File: config.mk
export PLATFORM = sky130hd
export DESIGN_NAME = fifo_rd_drain_flat
export DESIGN_NICKNAME = d
export VERILOG_FILES = /design/src/rtl/fifo_rd_drain_if.sv /design/src/rtl/fifo_rd_drain.sv /design/src/flat_wrapper.sv
export SDC_FILE = /design/constraint.sdc
export NUM_CORES = 1
export LEC_CHECK = 0
export CAP_MARGIN = 10
export CORE_ASPECT_RATIO = 0.9
export CORE_UTILIZATION = 35
export DETAILED_ROUTE_END_ITERATION = 10
export GPL_ROUTABILITY_DRIVEN = 1
export PLACE_DENSITY = 0.66
export REMOVE_ABC_BUFFERS = 1
export SLEW_MARGIN = 20
export SYNTH_ARGS = -nofsm -noshare
export SYNTH_HDL_FRONTEND = slang
export SYNTH_SLANG_ARGS = --single-unit
export TNS_END_PERCENT = 10
File: constraint.sdc
create_clock -name rclk -period 2.2 [get_ports rclk]
set_input_delay 0.66 -clock rclk [delete_from_list [all_inputs] [get_ports rclk]]
set_output_delay 0.66 -clock rclk [all_outputs]
set_load 0.01 [all_outputs]
File: src/rtl/fifo_rd_drain_if.sv
// ============================================================================
// Module   : fifo_rd_drain_if
// Brief    : FIFO read-port and TX start/busy handshake bundle for fifo_rd_drain.
// Revision : 1.0 - initial release
// ============================================================================
`default_nettype none

interface fifo_rd_drain_if #(
  parameter int WIDTH = 8
);
  logic [WIDTH-1:0] rdata;
  logic             rempty;
  logic             rinc;
  logic             tx_busy;
  logic [WIDTH-1:0] tx_data;
  logic             tx_valid;

  // master = the drain engine, slave = FIFO read port plus TX block
  modport master (
    input  rdata, rempty, tx_busy,
    output rinc, tx_data, tx_valid
  );

  modport slave (
    output rdata, rempty, tx_busy,
    input  rinc, tx_data, tx_valid
  );
endinterface

`default_nettype wire

File: src/rtl/fifo_rd_drain.sv
// ============================================================================
// Module   : fifo_rd_drain
// Brief    : Read-domain FIFO drain: pops one word at a time into a serial TX
//            with a start strobe, busy handshake and programmable gap.
//            Optional macro FIFO_RD_CNT_EN adds a saturating tx_count output.
// Revision : 1.0 - initial release
// ============================================================================
`default_nettype none

module fifo_rd_drain #(
  parameter int WIDTH = 8,
  parameter int GAP   = 0
`ifdef FIFO_RD_CNT_EN
  ,
  parameter int CNT_W = 16
`endif
) (
  input  wire logic        rclk,
  input  wire logic        rrst_n,
  input  wire logic        en,
  output logic             idle,
`ifdef FIFO_RD_CNT_EN
  output logic [CNT_W-1:0] tx_count,
`endif
  fifo_rd_drain_if.master  bus
);

  localparam logic [2:0] C_IDLE      = 3'd0;
  localparam logic [2:0] C_POP       = 3'd1;
  localparam logic [2:0] C_WAIT_ACK  = 3'd2;
  localparam logic [2:0] C_WAIT_DONE = 3'd3;
  localparam logic [2:0] C_GAP_WAIT  = 3'd4;

  localparam bit         C_HAS_GAP  = (GAP > 0);
  localparam logic [7:0] C_GAP_LOAD = C_HAS_GAP ? 8'(GAP - 1) : 8'd0;

  logic [2:0]       r_state;
  logic [2:0]       w_next_state;
  logic [7:0]       r_gap_cnt;
  logic [WIDTH-1:0] r_tx_data;
  logic             w_start;
  logic             w_pop;
  logic             w_idle;

  assign w_start = en & ~bus.rempty & ~bus.tx_busy;

  // State register
  always_ff @(posedge rclk or negedge rrst_n) begin
    if (!rrst_n) begin
      r_state <= C_IDLE;
    end else begin
      r_state <= w_next_state;
    end
  end

  // Next-state logic
  always_comb begin
    w_next_state = r_state;
    case (r_state)
      C_IDLE: begin
        if (w_start) begin
          w_next_state = C_POP;
        end
      end
      C_POP: begin
        w_next_state = C_WAIT_ACK;
      end
      C_WAIT_ACK: begin
        if (bus.tx_busy) begin
          w_next_state = C_WAIT_DONE;
        end
      end
      C_WAIT_DONE: begin
        if (!bus.tx_busy) begin
          w_next_state = C_HAS_GAP ? C_GAP_WAIT : C_IDLE;
        end
      end
      C_GAP_WAIT: begin
        if (r_gap_cnt == 8'd0) begin
          w_next_state = C_IDLE;
        end
      end
      default: begin
        w_next_state = C_IDLE;
      end
    endcase
  end

  // Moore outputs: decoded from the state register only
  always_comb begin
    w_pop  = (r_state == C_POP);
    w_idle = (r_state == C_IDLE);
  end

  // Word latch and gap counter; counter loads GAP-1 so GAP_WAIT lasts GAP cycles
  always_ff @(posedge rclk or negedge rrst_n) begin
    if (!rrst_n) begin
      r_tx_data <= '0;
      r_gap_cnt <= 8'd0;
    end else begin
      if ((r_state == C_IDLE) && w_start) begin
        r_tx_data <= bus.rdata;
      end
      if ((r_state == C_WAIT_DONE) && (w_next_state == C_GAP_WAIT)) begin
        r_gap_cnt <= C_GAP_LOAD;
      end else if ((r_state == C_GAP_WAIT) && (r_gap_cnt != 8'd0)) begin
        r_gap_cnt <= r_gap_cnt - 8'd1;
      end
    end
  end

  assign bus.rinc     = w_pop;
  assign bus.tx_valid = w_pop;
  assign bus.tx_data  = r_tx_data;
  assign idle         = w_idle;

`ifdef FIFO_RD_CNT_EN
  logic [CNT_W-1:0] r_tx_count;

  always_ff @(posedge rclk or negedge rrst_n) begin
    if (!rrst_n) begin
      r_tx_count <= '0;
    end else if ((r_state == C_POP) && (r_tx_count != {CNT_W{1'b1}})) begin
      r_tx_count <= r_tx_count + 1'b1;
    end
  end

  assign tx_count = r_tx_count;
`endif

endmodule

`default_nettype wire

File: src/flat_wrapper.sv
// flat-port wrapper written by rule: the top's interface ports become plain ports
module fifo_rd_drain_flat 
#(
  parameter int WIDTH = 8,
  parameter int GAP   = 0

)
  (rclk, rrst_n, en, idle, bus_rdata, bus_rempty, bus_tx_busy, bus_rinc, bus_tx_data, bus_tx_valid);
  fifo_rd_drain_if #(.WIDTH(WIDTH)) bus_i ();
  input  wire logic rclk;
  input  wire logic rrst_n;
  input  wire logic en;
  output logic idle;
  input wire logic [$bits(bus_i.rdata)-1:0] bus_rdata;
  input wire logic [$bits(bus_i.rempty)-1:0] bus_rempty;
  input wire logic [$bits(bus_i.tx_busy)-1:0] bus_tx_busy;
  output wire logic [$bits(bus_i.rinc)-1:0] bus_rinc;
  output wire logic [$bits(bus_i.tx_data)-1:0] bus_tx_data;
  output wire logic [$bits(bus_i.tx_valid)-1:0] bus_tx_valid;
  assign bus_i.rdata = bus_rdata;
  assign bus_i.rempty = bus_rempty;
  assign bus_i.tx_busy = bus_tx_busy;
  assign bus_rinc = bus_i.rinc;
  assign bus_tx_data = bus_i.tx_data;
  assign bus_tx_valid = bus_i.tx_valid;
  fifo_rd_drain #(.WIDTH(WIDTH), .GAP(GAP)) u_core (.rclk(rclk), .rrst_n(rrst_n), .en(en), .idle(idle), .bus(bus_i));
endmodule
### After elaboration in Yosys (flattened, before gate mapping)

Cells that the tools add are included.

* flip-flop bits (word level): 19
* latch bits: 0
* bits in writable memories: 0
* bits in read-only memories: 0
* input port bits: 13
* output and inout bits: 11
* logic and storage cells: 27
* memories: 0

* $add $sub $neg: 1
* multiply operators: 0
* divide/modulo/power cells: 0
* order comparisons: 0
* equality and inequality tests: 5
* shifts and indexed selects: 0
* muxes and demuxes: 7
* bitwise gates (word level): 4
* reductions and logical operators: 7

Operator list (count)
* 8-bit 2-to-1 mux: 2
* 3-bit case mux with 5 select lines: 1
* 3-bit 2-to-1 mux: 4
* 8-bit logical NOT: 1
* 8-bit nonzero test: 1
* 8-bit by 1-bit subtractor with 8-bit output (second input constant): 1
* 3-bit by 2-bit == test with 1-bit output (second input constant): 2
* 3-bit == test (second input constant): 2
* 3-bit by 1-bit == test with 1-bit output (second input constant): 1
* 1-bit logical AND: 3
* 3-bit logical NOT: 1
* 1-bit AND: 2
* 1-bit inverter: 2
* 2-bit nonzero test: 1

### Depth between registers and ports, before layout

Gate-level depths: netlist of run 1.

* depth after elaboration: 8
* gate-level depth with buffers: 5
* mapped depth without buffers: 5

### Least setup slack after synthesis of run 1

OpenSTA, ideal clock, no wires.

* path kind: reg2out
* from: register u_core.r_state[2]
* to: output bus_tx_valid
* arrival time: 0.993 ns
* required time: 1.540 ns
* slack: 0.547 ns
* stages on the path, launching flop included: 3
* buffers on the path: 1
* path through: dfrtp_1 > nor3b_1 > buf_4

* longest elaborated chain between the ends: 1

Ends and longest elaborated chain
* from (decl): RTL line fifo_rd_drain.sv:37 `logic [2:0] r_state;`
* from (signal assigned): RTL line fifo_rd_drain.sv:52 `r_state <= w_next_state;`
* 3-bit by 1-bit == test with 1-bit output: RTL line fifo_rd_drain.sv:91 `w_pop = (r_state == C_POP);`
* to (decl): RTL line flat_wrapper.sv:19 `output wire logic [$bits(bus_i.tx_valid)-1:0] bus_tx_valid;`

Every way passes these cells.

### Worst setup path in the final report of run 1

* from: register u_core.r_state[2]
* to: output idle

* longest elaborated chain between the ends: 1

Ends and longest elaborated chain
* 3-bit logical NOT: RTL line fifo_rd_drain.sv:92 `w_idle = (r_state == C_IDLE);`
* to (decl): RTL line flat_wrapper.sv:13 `output logic idle;`

Every way passes these cells.

==> results of run 1 <==
[what timing repair did]
| action | in CTS | in global routing |
|---|---|---|
| gates cloned | 0 | 0 |
| endpoints found under the hold margin | 0 | 0 |
| gates resized for setup | 3 | 5 |
| setup endpoints to repair | 3 | 2 |
[cells by family after synthesis]
logic type,synth area share
AO/OA/AOI/OAI,0.0946
XOR/XNOR,0.0396
adder cells (fa/ha/maj),0.0282
buffers and inverters,0.0170
flip-flops,0.537
multiplexers,0.126
AND/OR/NAND/NOR,0.158
[cell type report]
type | instances | area (sq um) | share of cell area
Multi-Input combinational cell | 44 | 405 | 0.338
Sequential cell | 19 | 479 | 0.399
Timing Repair Buffer | 25 | 249 | 0.207
Clock buffer | 4 | 26.3 | 0.0219
Tap cell | 27 | 33.8 | 0.0281
Inverter | 2 | 7.51 | 0.00625
[path summary, 6_finish.rpt]
check | startpoint | to | depth (start not counted)
setup / recovery | u_core.r_state[2] | idle | 2
hold / removal | u_core.r_gap_cnt[7] | u_core.r_gap_cnt[7] | 1
setup reg to reg | u_core.r_gap_cnt[0] | u_core.r_gap_cnt[6] | 6
hold reg to reg | u_core.r_gap_cnt[7] | u_core.r_gap_cnt[7] | 1
max in group asynchronous | rrst_n | u_core.r_state[0] | 2
min in group asynchronous | rrst_n | u_core.r_gap_cnt[6] | 1
[state kept, by name, summed over array words and instances (netlist names)]
| register | flops |
|---|---|
| u_core.bus.tx_data | 8 |
| u_core.r_gap_cnt | 8 |
| u_core.r_state | 3 |
[metal layers]
layer,routed length (um),global-route usage,up-vias
met5,0,0,-
met4,19,0.0500,0
met3,53,0.0556,2
met2,739,0.197,11
met1,746,0.204,277
li1,-,-,295
[stage by stage]
stage	cell area, sq um	power, mW	setup WS (ns)	hold WS [ns]	utilization
after floorplan	878	0.626	0.591	0.364	-
after global placement	1160	0.845	0.175	0.484	0.507
after detailed placement	1160	0.850	0.134	0.480	0.507
after CTS	1190	1.03	0.00828	0.498	0.522
after global routing	1200	1.08	0.229	0.521	0.526
final	1200	1.01	0.291	0.493	0.526
[report_power, final]
part           internal, mW  leakage, nW  switching [mW]
sequential            0.435        0.244          0.0604
combinational         0.226        0.308           0.118
clock                0.0705       0.0150           0.104
[critical path, delay by kind of cell (launching register included)]
family,cells,cell delay (ns)
flops,1,0.46
buf+inv,1,0.29
simple gates,1,0.21
[cell usage in the layout, fill, tap and decap left out, drive strengths merged, types with 2 or more instances in the layout]
master,netlist,routed
buf,1,2
nand2,2,2
dfrtp,19,19
nor2,4,4
mux2,9,9
nor3b,2,2
clkdlybuf4s50,0,20
ha,2,2
dlymetal6s2s,0,2
xor2,3,3
clkbuf,0,4
inv,2,2
o21ai,3,3
nor3,3,3
a2111oi,2,2
or3,2,2
==> results_dict.tcl, run 1 <==
set metrics [dict create \
    post_synth_arst_share 1.00 \
    postCtsHoldBufs 0 \
    synthCells 66 \
    max_slew_violation_count 0 \
    setup_viol_count_final 0 \
    cap_viol_max_count 0 \
    num_vias 585 \
    detailed_placement_wirelength_estimate_um 1230 \
    crit_fanout 6 \
    first_pass_grt_wire_length_um 2780 \
    antenna_found_initial 0 \
    final_period_minus_worst_setup_slack_ns 1.91 \
    ys_dominant_reg_cell "sky130_fd_sc_hd__dfrtp_1" \
    clock_sinks 19 \
    core_region_area_sq_um 2280 \
    post_synthesis_to_final_layout_area_growth_pct 35.6 \
    yosysWarningCount 0 \
    numCtsBuffers 3 \
    place.gp.congestion 0.727 \
    drc_errors 0 \
    port_buffers 23 \
    rows 16 \
    tritoncts "done" \
    layout.nets 110 \
    max_freq_mhz 524 \
    worst_ir_drop_vdd_v 0.000570 \
    gr-usage-all-layers 0.144 \
    crit_arrival_ns 1.25 \
    io_pins 24 \
    layout.cells.non_filler 121 \
    share_of_post_route_cells_with_drive_strength_above_1 0.277 \
    detail_route.vias_per_cell 4.83 \
    yosys_register_bits 19 \
    grt_pass1_vias 602 \
    cpPeakStageDelay_ns 0.46 \
    min_path_type "reg -> reg" \
    postCtsSetupRepairBufs 0 \
    clock_insertion_delay_worst_skew_ns 0.29 \
    worst_setup_hold_path_clk_slew_ns 0.11 \
    grt_max_degree 15 \
    path_class "reg -> out" \
    worst-slew-pin-transition_ns 0.475 \
    p_leak_nw 0.567 \
    routedWlPerCell_um 12.9 \
    timing.critical_path.from_type "register" \
    cts-root-buf "sky130_fd_sc_hd__clkbuf_4" \
    final_min_period_over_clock_period 0.868 \
    antenna_cells 0 \
    synthDominantAreaCellType "sky130_fd_sc_hd__dfrtp_1" \
    seq_area_frac_synth 0.537 \
    syn-mean-instance-area_sq_um 13.4 \
    run_status "finished, final reports clean" \
    synthesis.area_sq_um 886 \
    rsz0062_at_grt "no" \
    max_slew_headroom 0.675 \
    cp.required_ns 1.54 \
    clock_tree.htree_level_count 1 \
    totalNegativeSetupSlack_ns 0 \
    postRouteAntennaNets 0 \
    dp.cells 117 \
    yosys.cell_types.count 28 \
    detailedRoute.firstIterationViolations 5 \
    die_width_um 55.0 \
    fp.dieH_um 49.7 \
    synth_most_common_cell "sky130_fd_sc_hd__dfrtp_1" \
    timing.final.hold_violations 0 \
    overflow 0 \
    drt-pass1-iter-count 4 \
    initial_utilization 0.388 \
    power-per-cell-area_nw_per_um2 843 \
    worst-r2r-setup-slack_ns 0.51 \
    clock_path_buffers 2 \
    wl_um 1560 \
    design.die.area_sq_um 2740 \
    synth_enable_flop_cells 0 \
    timing.critical_path.cells "nor3_2 -> dlygate4sd2_1" \
    post-synth-top-area-fraction 0.537 \
    yosys-top-cells-area "sky130_fd_sc_hd__dfrtp_1, sky130_fd_sc_hd__mux2_2, sky130_fd_sc_hd__a2111oi_4" \
    fill_cells 206 \
    worst_setup_path_end_kind "output port" \
    worst_clock_skew_ns 0.00661 \
    most_numerous_cell_types_in_the_synthesized_netlist "sky130_fd_sc_hd__dfrtp_1, sky130_fd_sc_hd__mux2_2, sky130_fd_sc_hd__nor2_1" \
    cpMaxStageDelayCell "sky130_fd_sc_hd__dfrtp_2" \
]
Power figures use the tool's default switching activity.
==> run 2: changes to the inputs <==
Settings changed: CORE_UTILIZATION 35 to 46, PLACE_DENSITY 0.66 to 0.82.
==> results_dict.tcl, run 2 (synthesis gave the netlist of run 1 again) <==
set metrics [dict create \
    run_status "finished, final reports clean" \
    first_pass_grt_wire_length_um 2780 \
    power-per-cell-area_nw_per_um2 857 \
    num_vias 636 \
    cpPeakStageDelay_ns 0.46 \
    timing.critical_path.from_type "register" \
    postLayoutSetupSlackWorst_ns 0.271 \
    max_slew_violation_count 0 \
    fp.dieH_um 43.6 \
    core_region_area_sq_um 1730 \
    clock_insertion_delay_worst_skew_ns 0.30 \
    clock_tree.htree_level_count 1 \
    worst-slew-pin-transition_ns 0.476 \
    detailedRoute.firstIterationViolations 12 \
    gr-usage-all-layers 0.201 \
    detailed_place.area_sq_um 1150 \
    setup_viol_count_final 0 \
    grt_max_degree 20 \
    clock_sinks 19 \
    worst_ir_drop_vdd_v 0.000678 \
    detail_route.vias_per_cell 5.34 \
    critical_path.n_buffers_inverters 1 \
    antenna_found_initial 0 \
    layout.area.seq_sq_um 478 \
    port_buffers 23 \
    grt_pass1_vias 623 \
    max_freq_mhz 518 \
    rsz0062_at_grt "no" \
    totalNegativeSetupSlack_ns 0 \
    cp.required_ns 1.54 \
    clock_path_buffers 2 \
    numCtsBuffers 3 \
    die_width_um 48.3 \
    p_leak_nw 0.548 \
    dp_slack_ns 0.149 \
    timing.final.hold_violations 0 \
    max_slew_headroom 0.675 \
    crit_arrival_ns 1.27 \
    worst_setup_hold_path_clk_slew_ns 0.10 \
    design.die.area_sq_um 2110 \
    wl_um 1680 \
    layout.cells.most_common_list "sky130_fd_sc_hd__clkdlybuf4s50_1, sky130_fd_sc_hd__dfrtp_1, sky130_fd_sc_hd__mux2_2" \
    timing.critical_path.cells "nor3_2 -> dlygate4sd2_1" \
    cpMaxStageDelayCell "sky130_fd_sc_hd__dfrtp_2" \
    share_of_post_route_cells_with_drive_strength_above_1 0.274 \
    min_path_type "reg -> reg" \
    multiInputGateArea_sq_um 405 \
    detailed_placement_wirelength_estimate_um 1290 \
    post_synthesis_to_final_layout_area_growth_pct 35.0 \
    drc_errors 0 \
    routedWlPerCell_um 14.1 \
    fill_cells 118 \
    rows 14 \
    overflow 0 \
    drt-pass1-iter-count 2 \
    layout.cells.most_common "sky130_fd_sc_hd__clkdlybuf4s50_1" \
    place.gp.congestion 0.792 \
    crit_fanout 6 \
    finalInstanceArea_sq_um 1200 \
    cts-root-buf "sky130_fd_sc_hd__clkbuf_4" \
    worst_setup_path_end_kind "output port" \
    final_period_minus_worst_setup_slack_ns 1.93 \
    tritoncts "done" \
    path_class "reg -> out" \
    worst_clock_skew_ns 0.00429 \
    cap_viol_max_count 0 \
    antenna_cells 0 \
    io_pins 24 \
    critical-path-top-delay-family "flip-flops" \
    fin_total_pwr_mw 1.03 \
    layout.nets 111 \
    postCtsHoldBufs 0 \
    postRouteAntennaNets 0 \
    final_min_period_over_clock_period 0.877 \
    initial_utilization 0.511 \
]
run 2: stage by stage:
step / instances / hold slack, ns / utilization
finish: 119 / 0.490 / 0.690
global route: 119 / 0.531 / 0.690
CTS: 119 / 0.495 / 0.690
detailed placement: 114 / 0.479 / 0.665
global placement: 114 / 0.477 / 0.665
floorplan: 65 / 0.364 / -
run 2: layer usage:
metal	part of all wire	global-route usage
met1	0.42	0.239
met2	0.52	0.312
met3	0.019	0.0625
met4	0.032	0.117
met5	0	0
run 2: report_power, final:
part | switching (mW) | internal [mW]
sequential | 0.0570 | 0.434
clock | 0.106 | 0.0708
combinational | 0.129 | 0.228
run 2: worst paths after layout:
path / from / slack (ns) / cells past startpoint / to
max: u_core.r_state[2] / 0.27 / 2 / idle
min: u_core.r_gap_cnt[7] / 0.49 / 1 / u_core.r_gap_cnt[7]
max reg2reg: u_core.r_gap_cnt[0] / 0.54 / 5 / u_core.r_gap_cnt[4]
min reg2reg: u_core.r_gap_cnt[7] / 0.49 / 1 / u_core.r_gap_cnt[7]
max in group asynchronous: rrst_n / 1.31 / 2 / u_core.r_state[2]
min in group asynchronous: rrst_n / 0.67 / 2 / u_core.r_gap_cnt[4]
run 2: worst reg2reg max path, delay by kind of cell (launching register included):
kind | cells | cell delay [ns]
buffers and inverters | 1 | 0.12
AND/OR/NAND/NOR | 1 | 0.18
AO/OA/AOI/OAI | 1 | 0.51
adder cells (fa/ha/maj) | 1 | 0.17
flip-flops | 1 | 0.41
XOR/XNOR | 1 | 0.19
run 2: area by class of cell:
type                       count  area share
clock buffer                   4      0.0220
inverter                       2     0.00628
multi-input combinational     44       0.339
sequential                    19       0.400
tap                           24      0.0251
timing repair buffer          26       0.208
run 2: repair_timing:
item	CTS	global route
buffers inserted	1	0
endpoints found under the setup margin	3	0
resized for setup	7	0
==> run 3: changes to the inputs <==
Clock period 2.2 ns to 2 ns, I/O delays scaled along.
==> results_dict.tcl, run 3 (synthesis gave the netlist of run 1 again) <==
set metrics [dict create \
    run_status "finished, final reports clean" \
    detail_route.vias_per_cell 5.03 \
    clock_tree.htree_level_count 1 \
    min_path_type "reg -> reg" \
    postRouteAntennaNets 0 \
    worst-slew-pin-transition_ns 0.469 \
    initial_utilization 0.511 \
    grt_max_degree 20 \
    drt-pass1-iter-count 3 \
    overflow 0 \
    io_pins 24 \
    power-per-cell-area_nw_per_um2 926 \
    fin_worst_hold_slack_ns 0.510 \
    grt.busiest_layer "met2" \
    port_buffers 23 \
    clock_path_buffers 2 \
    rsz0062_at_grt "no" \
    routedWlPerCell_um 13.3 \
    antenna_cells 0 \
    max_slew_headroom 0.679 \
    clock_sinks 19 \
    gr-usage-all-layers 0.183 \
    postCtsHoldBufs 0 \
    worst_ir_drop_vdd_v 0.000783 \
    detailed_place.area_sq_um 1160 \
    layout.cells.most_common_list "sky130_fd_sc_hd__clkdlybuf4s50_1, sky130_fd_sc_hd__dfrtp_1, sky130_fd_sc_hd__mux2_2" \
    post_route_core_utilization 0.694 \
    grt_pass1_vias 619 \
    cap_viol_max_count 0 \
    numCtsBuffers 3 \
    final_period_minus_worst_setup_slack_ns 1.84 \
    p_leak_nw 0.557 \
    first_pass_grt_wire_length_um 2660 \
    global_route.usage.met2 0.283 \
    detailedRoute.firstIterationViolations 3 \
    max_slew_violation_count 0 \
    cts-root-buf "sky130_fd_sc_hd__clkbuf_4" \
    setup_viol_count_final 0 \
    final_min_period_over_clock_period 0.921 \
    worst_setup_path_end_kind "output port" \
    share_of_post_route_cells_with_drive_strength_above_1 0.281 \
    max_freq_mhz 543 \
    tritoncts "done" \
    timing.critical_path.from_type "register" \
    crit_arrival_ns 1.24 \
    place.gp.congestion 0.762 \
    crit_path_start "u_core.r_state[0]" \
    fp.dieH_um 43.6 \
    globalRouteMet3Util 0.0750 \
    finalInstanceArea_sq_um 1200 \
    detailed_placement_wirelength_estimate_um 1220 \
    timing.rr.start "u_core.r_gap_cnt[0]" \
    post_synthesis_to_final_layout_area_growth_pct 35.9 \
    cp.required_ns 1.40 \
    timing.critical_path.cells "nor3b_2 -> dlygate4sd2_1" \
    timing.final.hold_violations 0 \
    cpPeakStageDelay_ns 0.44 \
    path_class "reg -> out" \
    core_region_area_sq_um 1730 \
    wl_um 1590 \
    hold_path_startpoint "u_core.r_gap_cnt[7]" \
    worst_setup_hold_path_clk_slew_ns 0.11 \
    clock_insertion_delay_worst_skew_ns 0.30 \
    drc_errors 0 \
    global_route.usage.met1 0.232 \
    cpMaxStageDelayCell "sky130_fd_sc_hd__dfrtp_1" \
    crit_fanout 6 \
    num_vias 603 \
    totalNegativeSetupSlack_ns 0 \
    antenna_found_initial 0 \
    rows 14 \
    layout.nets 112 \
    layout.cells.most_common "sky130_fd_sc_hd__clkdlybuf4s50_1" \
    worst_clock_skew_ns 0.00418 \
    design.die.area_sq_um 2110 \
    die_width_um 48.3 \
    r2r_cells 5 \
    holdPathStages 1 \
]
-- run 3: changes by cell type in the layout (fill, tap and decap cells not counted), sizes merged --
cell	previous run	this run
clkbuf	4	3
buf	3	4
clkinv	0	1
-- run 3: path summary, 6_finish.rpt --
check                                      endpoint  slack [ns]
worst max register to register  u_core.r_gap_cnt[4]        0.37
worst max-delay path                       bus_rinc        0.16
worst min-delay path            u_core.r_gap_cnt[7]        0.51
max in group asynchronous         u_core.r_state[1]        1.18
min in group asynchronous       u_core.r_gap_cnt[7]        0.61
worst min register to register  u_core.r_gap_cnt[7]        0.51
-- run 3: report_power, final --
group	internal, mW	switching [mW]
combinational	0.245	0.134
clock	0.0747	0.119
sequential	0.477	0.0652
-- run 3: cell type report --
cell class,count,area (sq um)
fill,128,531
sequential,19,477
multi-input combinational,44,405
timing repair buffer,27,256
tap,24,30.0
clock buffer,3,22.5
inverter,2,7.51
clock inverter,1,5.00
-- run 3: per-layer routing --
layer / up-vias / share of wire
met5: - / 0
met4: 0 / 0.0063
met3: 2 / 0.036
met2: 9 / 0.50
met1: 293 / 0.46
li1: 299 / -
-- run 3: worst max-delay path, delay by kind of cell, from the launching register on --
family	cells	cell delay, ns
buf+inv	1	0.29
flops	1	0.44
simple gates	1	0.21
-- run 3: through the flow --
stage | total power, mW | setup slack [ns] | std cells
6_report | 1.12 | 0.157 | 120
5_1_grt | 1.19 | 0.00963 | 120
4_1_cts | 1.13 | 0.137 | 120
3_5_place_dp | 0.940 | 0.0920 | 115
3_3_place_gp | 0.925 | 0.132 | 115
2_1_floorplan | 0.689 | 0.423 | 65
-- run 3: timing repair --
action	CTS	global route
buffers inserted	1	0
setup endpoints to repair	3	0
resized for setup	6	0
